**src/rtl/calc1_pkg.sv**
```systemverilog
// calc1_pkg: command/response encodings, port FSM state encoding and
// command classification helpers shared by the calc1 unit arbiter.
package calc1_pkg;

  localparam int unsigned NUM_PORTS = 4;
  localparam int unsigned ID_W      = 2;

  // Command encodings
  localparam logic [3:0] CMD_NOP = 4'd0;
  localparam logic [3:0] CMD_ADD = 4'd1;
  localparam logic [3:0] CMD_SUB = 4'd2;
  localparam logic [3:0] CMD_LSH = 4'd5;
  localparam logic [3:0] CMD_RSH = 4'd6;

  // Response encodings
  localparam logic [1:0] RESP_NONE = 2'd0;
  localparam logic [1:0] RESP_SUCC = 2'd1;
  localparam logic [1:0] RESP_INOF = 2'd2;
  localparam logic [1:0] RESP_IERR = 2'd3;

  // Port FSM states
  typedef logic [1:0] port_state_t;
  localparam port_state_t ST_IDLE   = 2'd0;
  localparam port_state_t ST_WAIT_A = 2'd1;
  localparam port_state_t ST_WAIT_S = 2'd2;

  function automatic logic is_arith(input logic [3:0] cmd);
    return (cmd == CMD_ADD) || (cmd == CMD_SUB);
  endfunction

  function automatic logic is_shift(input logic [3:0] cmd);
    return (cmd == CMD_LSH) || (cmd == CMD_RSH);
  endfunction

endpackage

```
**src/rtl/calc1_port_fifo.sv**
```systemverilog
// calc1_port_fifo: FIFO of port IDs with up to NPush ordered pushes and one
// pop per cycle. Entry 0 is always the head; a pop shifts the array down and
// pushes land behind the surviving entries, so a same-cycle push is never
// visible at the head before the next edge.
module calc1_port_fifo
  import calc1_pkg::*;
#(
  parameter int unsigned Depth = 4,
  parameter int unsigned NPush = 4,
  localparam int unsigned CntW = $clog2(Depth + 1),
  localparam int unsigned IdxW = $clog2(Depth)
) (
  input  logic                       c_clk,
  input  logic                       reset,
  input  logic [NPush-1:0]           push_vld,
  input  logic [NPush-1:0][ID_W-1:0] push_id,
  input  logic                       pop,
  output logic [ID_W-1:0]            head,
  output logic [CntW-1:0]            cnt
);

  logic [ID_W-1:0] mem_q [Depth];
  logic [ID_W-1:0] mem_d [Depth];
  logic [CntW-1:0] cnt_q;
  logic [CntW-1:0] cnt_d;
  logic [CntW-1:0] wr_ptr;

  // Apply the pop first, then append pushes in slot order behind the survivors.
  always_comb begin
    mem_d  = mem_q;
    wr_ptr = cnt_q;
    if (pop && (cnt_q != '0)) begin
      for (int i = 0; i < int'(Depth) - 1; i++) begin
        mem_d[i] = mem_q[i+1];
      end
      mem_d[Depth-1] = '0;
      wr_ptr = cnt_q - CntW'(1);
    end
    for (int i = 0; i < int'(NPush); i++) begin
      if (push_vld[i] && (wr_ptr < CntW'(Depth))) begin
        mem_d[wr_ptr[IdxW-1:0]] = push_id[i];
        wr_ptr = wr_ptr + CntW'(1);
      end
    end
    cnt_d = wr_ptr;
  end

  // Storage and occupancy registers.
  always_ff @(posedge c_clk or negedge reset) begin
    if (!reset) begin
      for (int i = 0; i < int'(Depth); i++) begin
        mem_q[i] <= '0;
      end
      cnt_q <= '0;
    end else begin
      mem_q <= mem_d;
      cnt_q <= cnt_d;
    end
  end

  assign head = mem_q[0];
  assign cnt  = cnt_q;

endmodule

```
**src/rtl/calc1_unit_arbiter.sv**
```systemverilog
// calc1_unit_arbiter: shares the arithmetic and shift units between four
// request ports. Each port runs an IDLE/WAIT_A/WAIT_S FSM; accepted requests
// are queued per unit in arrival order and one grant per unit is issued per
// cycle. All outputs are registered.
// Build option: define CALC1_ARB_ROTATE_EN to order simultaneous arrivals
// starting after the port last granted by that unit (default: port 1 first).
module calc1_unit_arbiter
  import calc1_pkg::*;
#(
  parameter int unsigned NPORTS = NUM_PORTS,
  parameter int unsigned QDEPTH = NPORTS
) (
  input  logic                  c_clk,
  input  logic                  reset,
  input  logic [NPORTS-1:0]     req_vld,
  input  logic [4*NPORTS-1:0]   req_cmd,
  output logic [NPORTS-1:0]     grant_arith,
  output logic [NPORTS-1:0]     grant_shift,
  output logic [NPORTS-1:0]     rej_vld,
  output logic [2*NPORTS-1:0]   rej_code,
  output logic [2:0]            arith_cnt,
  output logic [2:0]            shift_cnt
);

  port_state_t state_q [NPORTS];
  port_state_t state_d [NPORTS];

  logic [NPORTS-1:0]   arith_req;
  logic [NPORTS-1:0]   shift_req;
  logic [NPORTS-1:0]   rej_vld_d;
  logic [NPORTS-1:0]   rej_vld_q;
  logic [2*NPORTS-1:0] rej_code_d;
  logic [2*NPORTS-1:0] rej_code_q;
  logic [NPORTS-1:0]   grant_arith_d;
  logic [NPORTS-1:0]   grant_arith_q;
  logic [NPORTS-1:0]   grant_shift_d;
  logic [NPORTS-1:0]   grant_shift_q;

  logic [ID_W-1:0] arith_head;
  logic [ID_W-1:0] shift_head;
  logic [ID_W-1:0] arith_start;
  logic [ID_W-1:0] shift_start;
  logic [ID_W-1:0] arith_idx;
  logic [ID_W-1:0] shift_idx;
  logic [ID_W-1:0] arith_slot;
  logic [ID_W-1:0] shift_slot;

  logic [NPORTS-1:0]           arith_push_vld;
  logic [NPORTS-1:0]           shift_push_vld;
  logic [NPORTS-1:0][ID_W-1:0] arith_push_id;
  logic [NPORTS-1:0][ID_W-1:0] shift_push_id;

  logic arith_pop;
  logic shift_pop;

  // A non-empty queue always issues its head this edge.
  assign arith_pop = (arith_cnt != '0);
  assign shift_pop = (shift_cnt != '0);

  // Decode the queue heads into one-hot grants for the coming cycle.
  always_comb begin
    grant_arith_d = '0;
    grant_shift_d = '0;
    if (arith_pop) grant_arith_d[arith_head] = 1'b1;
    if (shift_pop) grant_shift_d[shift_head] = 1'b1;
  end

  // Per-port FSM: classify strobes, raise rejects, return to IDLE on grant.
  always_comb begin
    arith_req  = '0;
    shift_req  = '0;
    rej_vld_d  = '0;
    rej_code_d = '0;
    for (int p = 0; p < int'(NPORTS); p++) begin
      state_d[p] = state_q[p];
      if (req_vld[p]) begin
        if (state_q[p] == ST_IDLE) begin
          if (is_arith(req_cmd[4*p +: 4])) begin
            arith_req[p] = 1'b1;
            state_d[p]   = ST_WAIT_A;
          end else if (is_shift(req_cmd[4*p +: 4])) begin
            shift_req[p] = 1'b1;
            state_d[p]   = ST_WAIT_S;
          end else if (req_cmd[4*p +: 4] != CMD_NOP) begin
            rej_vld_d[p]         = 1'b1;
            rej_code_d[2*p +: 2] = RESP_INOF;
          end
        end else begin
          // Second strobe while a request is outstanding; the pending one stands.
          rej_vld_d[p]         = 1'b1;
          rej_code_d[2*p +: 2] = RESP_IERR;
        end
      end
      if (grant_arith_d[p] || grant_shift_d[p]) state_d[p] = ST_IDLE;
    end
  end

  // Pack simultaneous arrivals into ordered push slots, starting at *_start.
  always_comb begin
    arith_push_vld = '0;
    arith_push_id  = '0;
    shift_push_vld = '0;
    shift_push_id  = '0;
    arith_slot     = '0;
    shift_slot     = '0;
    arith_idx      = '0;
    shift_idx      = '0;
    for (int i = 0; i < int'(NPORTS); i++) begin
      arith_idx = arith_start + ID_W'(i);
      shift_idx = shift_start + ID_W'(i);
      if (arith_req[arith_idx]) begin
        arith_push_vld[arith_slot] = 1'b1;
        arith_push_id[arith_slot]  = arith_idx;
        arith_slot                 = arith_slot + ID_W'(1);
      end
      if (shift_req[shift_idx]) begin
        shift_push_vld[shift_slot] = 1'b1;
        shift_push_id[shift_slot]  = shift_idx;
        shift_slot                 = shift_slot + ID_W'(1);
      end
    end
  end

`ifdef CALC1_ARB_ROTATE_EN
  logic [ID_W-1:0] arith_last_q;
  logic [ID_W-1:0] shift_last_q;

  // Track the last port each unit served; reset to port 4 so port 1 leads.
  always_ff @(posedge c_clk or negedge reset) begin
    if (!reset) begin
      arith_last_q <= ID_W'(NPORTS - 1);
      shift_last_q <= ID_W'(NPORTS - 1);
    end else begin
      if (arith_pop) arith_last_q <= arith_head;
      if (shift_pop) shift_last_q <= shift_head;
    end
  end

  assign arith_start = arith_last_q + ID_W'(1);
  assign shift_start = shift_last_q + ID_W'(1);
`else
  assign arith_start = '0;
  assign shift_start = '0;
`endif

  calc1_port_fifo #(
    .Depth (QDEPTH),
    .NPush (NPORTS)
  ) u_arith_fifo (
    .c_clk    (c_clk),
    .reset    (reset),
    .push_vld (arith_push_vld),
    .push_id  (arith_push_id),
    .pop      (arith_pop),
    .head     (arith_head),
    .cnt      (arith_cnt)
  );

  calc1_port_fifo #(
    .Depth (QDEPTH),
    .NPush (NPORTS)
  ) u_shift_fifo (
    .c_clk    (c_clk),
    .reset    (reset),
    .push_vld (shift_push_vld),
    .push_id  (shift_push_id),
    .pop      (shift_pop),
    .head     (shift_head),
    .cnt      (shift_cnt)
  );

  // Port FSM state and registered grant/reject outputs.
  always_ff @(posedge c_clk or negedge reset) begin
    if (!reset) begin
      for (int p = 0; p < int'(NPORTS); p++) begin
        state_q[p] <= ST_IDLE;
      end
      grant_arith_q <= '0;
      grant_shift_q <= '0;
      rej_vld_q     <= '0;
      rej_code_q    <= '0;
    end else begin
      state_q       <= state_d;
      grant_arith_q <= grant_arith_d;
      grant_shift_q <= grant_shift_d;
      rej_vld_q     <= rej_vld_d;
      rej_code_q    <= rej_code_d;
    end
  end

  assign grant_arith = grant_arith_q;
  assign grant_shift = grant_shift_q;
  assign rej_vld     = rej_vld_q;
  assign rej_code    = rej_code_q;

endmodule

```
**config.mk**
```make
export PLATFORM = sky130hd
export DESIGN_NAME = calc1_unit_arbiter
export DESIGN_NICKNAME = d
export VERILOG_FILES = /design/src/rtl/calc1_pkg.sv /design/src/rtl/calc1_port_fifo.sv /design/src/rtl/calc1_unit_arbiter.sv
export SDC_FILE = /design/constraint.sdc
export NUM_CORES = 1
export LEC_CHECK = 0
export CAP_MARGIN = 20
export CORE_MARGIN = 1.5
export CORE_UTILIZATION = 32
export CTS_CLUSTER_SIZE = 12
export DETAILED_ROUTE_END_ITERATION = 16
export GPL_TIMING_DRIVEN = 0
export PLACE_DENSITY = 0.54
export SETUP_SLACK_MARGIN = 0.15
export SLEW_MARGIN = 20
export SYNTH_ARGS = -nofsm -noshare
export SYNTH_HDL_FRONTEND = slang
export SYNTH_SLANG_ARGS = --single-unit
```
**constraint.sdc**
```tcl
create_clock -name c_clk -period 5.9 [get_ports c_clk]
set_input_delay 0.885 -clock c_clk [delete_from_list [all_inputs] [get_ports c_clk]]
set_output_delay 0.885 -clock c_clk [all_outputs]
set_load 0.01 [all_outputs]
```
==> flow_metrics.tcl <==
set metrics [dict create \
    reg2reg_to "u_arith_fifo.mem_q[1]" \
    syn_to_final_growth_pct 23.1 \
    path_buf_inv 6 \
    pwr-share-clk 0.168 \
    insertion_delay_ns 0.28 \
    die_w_um 115 \
    p_leak_nw 2.22 \
    crit_type "in -> reg" \
    synth_most_common_cell "nand2_1" \
    antenna_found_initial 0 \
    clock_sinks 46 \
    num-fill-cells 1205 \
    status "complete, no violations" \
    crit_path_top_delay_cell "or4b_1" \
    die_area_mm2 0.0131 \
    drc 0 \
    finalNetCount 534 \
    setup_slack_ns 0.347 \
    cp-end-kind "flop" \
    hold_viol 0 \
    cpPeakStageDelay_ns 0.52 \
    grt_overflow 0 \
    reg2reg_setup_slack_ns 0.97 \
    gp_congestion 0.860 \
    cts.htree.levels 2 \
    initial_core_util 0.330 \
    ios 48 \
    finalSetupViolCount 0 \
    dpl_worst_slack_ns -0.293 \
    reg2reg_from "state_q[3]" \
    io_buffers 47 \
    grt_pass1_wl_mm 16.3 \
    synth_ff_type "dfrtp_1" \
    crit_family "simple AND/OR/NAND/NOR gates" \
    wirelength_mm 9.75 \
    fp.coreArea_mm2 0.0121 \
    crit_cells 19 \
    cp_common_cell "buf_2" \
    critical_path_peak_fanout 9 \
    crit_start "req_cmd[11]" \
    die_h_um 115 \
    fmax_mhz 180 \
    finalSetupTns_ns 0 \
    drt_iter0_markers 257 \
    hp-class "reg -> reg" \
    rows 40 \
    path_cells "clkdlybuf4s50_1 -> or4b_1 -> buf_2 -> or3_1 -> buf_6 -> inv_2 -> fa_1 -> buf_2 -> o311ai_4 -> and2_4 -> mux2_2 -> ha_1 -> mux2_4 -> inv_1 -> ha_4 -> nand2b_1 -> mux2i_1 -> and3b_2 -> a221o_1" \
    final_antenna_net_count 0 \
    critPathArrivalTime_ns 5.72 \
    r2r_cells 18 \
    synth_seq_area_share 0.289 \
    yosysUniqueCellTypes 76 \
    syn_area_mm2 0.00398 \
    min_period_over_period 0.941 \
    yosysWarnings 0 \
    syn_avg_cell_area_um2 9.41 \
    postSynthCellCount 423 \
    synthTopCellsByArea "dfrtp_1 29%, mux2i_1 9.8%, ha_1 9.4%, nand2_1 5.2%, mux2_2 2.5%" \
    cts_inserted_buffers 5 \
    cts_tree "built" \
    place_hpwl_mm 7.69 \
    drive_gt1_frac 0.141 \
    comb_power_share 0.601 \
    rsz0062_at_grt "no" \
    power.internal_mw 1.09 \
    seq_power_share 0.232 \
    cp.required_ns 6.06 \
    min_period_ns 5.55 \
    synth_top_cell_by_area "dfrtp_1" \
    synth_seq_cells 46 \
    root_buffer "clkbuf_16" \
    ir_drop_mv 0.142 \
    grt_pass1_vias 3273 \
    grtUsageTotal 0.155 \
    async_reset_ff_frac 1.00 \
    synthTopCellsByCount "55 x nand2_1, 46 x dfrtp_1, 39 x mux2i_1, 30 x ha_1, 20 x nand3_1" \
    swShare 0.429 \
    via_per_inst 5.01 \
    num_vias 3256 \
    maxCapViolCount 0 \
    synth_top_cell_area_share 0.289 \
    first_pass_iters 4 \
    crit_path_start_kind "input port" \
    synth_nets 476 \
    tightest_slew_ns 0.795 \
    p_sw_mw 0.824 \
    grt_max_degree 26 \
    clk_pin_slew_worst_paths_ns 0.07 \
    fin_skew_ns 0.00586 \
    finalMaxSlewViolations 0 \
    cts_buffer_depth 2 \
    power.density_mw_per_mm2 392 \
    endpoint "u_arith_fifo.mem_q[1]" \
    synth-edff-count 0 \
    hold_ws_ns 0.513 \
    routedWlPerCell_um 15.0 \
    maxSlewHeadroom 0.465 \
    antennaDiodeCount 0 \
]
## kinds of logic after synthesis
logic type | share of synthesized area
flip-flops | 0.289
XOR/XNOR | 0.0487
AO/OA/AOI/OAI | 0.162
buffers and inverters | 0.0437
adder cells (fa/ha/maj) | 0.0993
multiplexers | 0.135
AND/OR/NAND/NOR | 0.223
## cell type report
cell class                 count  area (µm²)  area share
clock buffer                   6         129      0.0263
multi-input combinational    339        2690       0.549
clock inverter                 2        37.5     0.00766
timing repair buffer          51         508       0.104
tap                          168         210      0.0429
inverter                      19        71.3      0.0146
sequential                    46        1150       0.235
buffer                        19         105      0.0214
## worst reg2reg max path: cells and delay by family (launching register included)
| family | cells | cell delay (ns) |
|---|---|---|
| buffers and inverters | 5 | 0.72 |
| AO/OA/AOI/OAI | 2 | 0.55 |
| adder cells (fa/ha/maj) | 3 | 0.88 |
| flip-flops | 1 | 0.42 |
| multiplexers | 3 | 0.76 |
| AND/OR/NAND/NOR | 5 | 1.47 |
## layout by cell type (no fill, tap or decap), drive strengths merged, types with 5 or more instances in the layout
cell           synthesis  layout
a21boi                 7       7
nand3b                 5       5
clkdlybuf4s50          0      46
nand2                 56      56
o21ai                 15      15
dfrtp                 46      46
nor2b                  5       5
o211ai                10      10
xnor2                 10      10
inv                   19      19
clkbuf                10      16
buf                    9      14
mux2                  12      12
nand3                 21      21
nor3b                  5       5
a21oi                  9       9
mux2i                 39      39
nor3                  15      15
ha                    30      30
or3                    5       5
nand2b                 7       7
nor2                  18      18
o21a                  10      10
## layer usage
| layer | global-route usage | wire, µm | vias to the layer above |
|---|---|---|---|
| met2 | 0.255 | 4550 | 53 |
| met5 | 0 | 0 | - |
| met3 | 0.0201 | 240 | 4 |
| met1 | 0.216 | 4880 | 1557 |
| met4 | 0.0383 | 77 | 0 |
| li1 | - | - | 1642 |
## sequential cells by signal, indices dropped and copies added (netlist names)
| name | count |
|---|---|
| state_q | 8 |
| rej_code | 7 |
| u_arith_fifo.mem_q | 6 |
| u_shift_fifo.mem_q | 6 |
| grant_arith | 4 |
| grant_shift | 4 |
| u_arith_fifo.cnt | 3 |
| u_shift_fifo.cnt | 3 |
| u_arith_fifo.head | 2 |
| u_shift_fifo.head | 2 |
| rej_vld | 1 |
## metrics by stage
step / instances / power (mW) / util / cell area, µm²
final: 650 / 1.92 / 0.406 / 4900
after global routing: 650 / 2.08 / 0.406 / 4900
after CTS: 648 / 1.90 / 0.403 / 4860
after detailed placement: 639 / 1.56 / 0.388 / 4680
after global placement: 638 / 1.55 / 0.387 / 4660
after floorplan: 423 / 1.26 / - / 3980
## power by group through the flow
stage | registers (mW) | clock network, mW | logic, mW
5_1_grt | 0.457 | 0.344 | 1.28
3_3_place_gp | 0.448 | 0 | 1.10
4_1_cts | 0.444 | 0.328 | 1.13
6_report | 0.444 | 0.322 | 1.15
3_5_place_dp | 0.448 | 0 | 1.12
2_1_floorplan | 0.454 | 0 | 0.807
## how the worst min path moves through the flow
stage | cells after the start | endpoint | slack, ns | startpoint
6_report | 1 | grant_shift[2] | 0.51 | u_shift_fifo.head[0]
3_5_place_dp | 1 | rej_code[0] | 0.50 | state_q[6]
4_1_cts | 1 | grant_shift[2] | 0.51 | u_shift_fifo.head[0]
5_1_grt | 1 | state_q[6] | 0.54 | state_q[6]
3_3_place_gp | 1 | grant_arith[1] | 0.49 | u_arith_fifo.head[1]
2_1_floorplan | 1 | grant_arith[1] | 0.46 | u_arith_fifo.head[1]
## repair_timing
item,CTS,global route
buffers inserted,1,2
endpoints found under the setup margin,3,16
cloned,0,0
gates resized for setup,1,9
hold buffers,0,0
pin swaps,1,1
(Power assumes the default switching activity.)
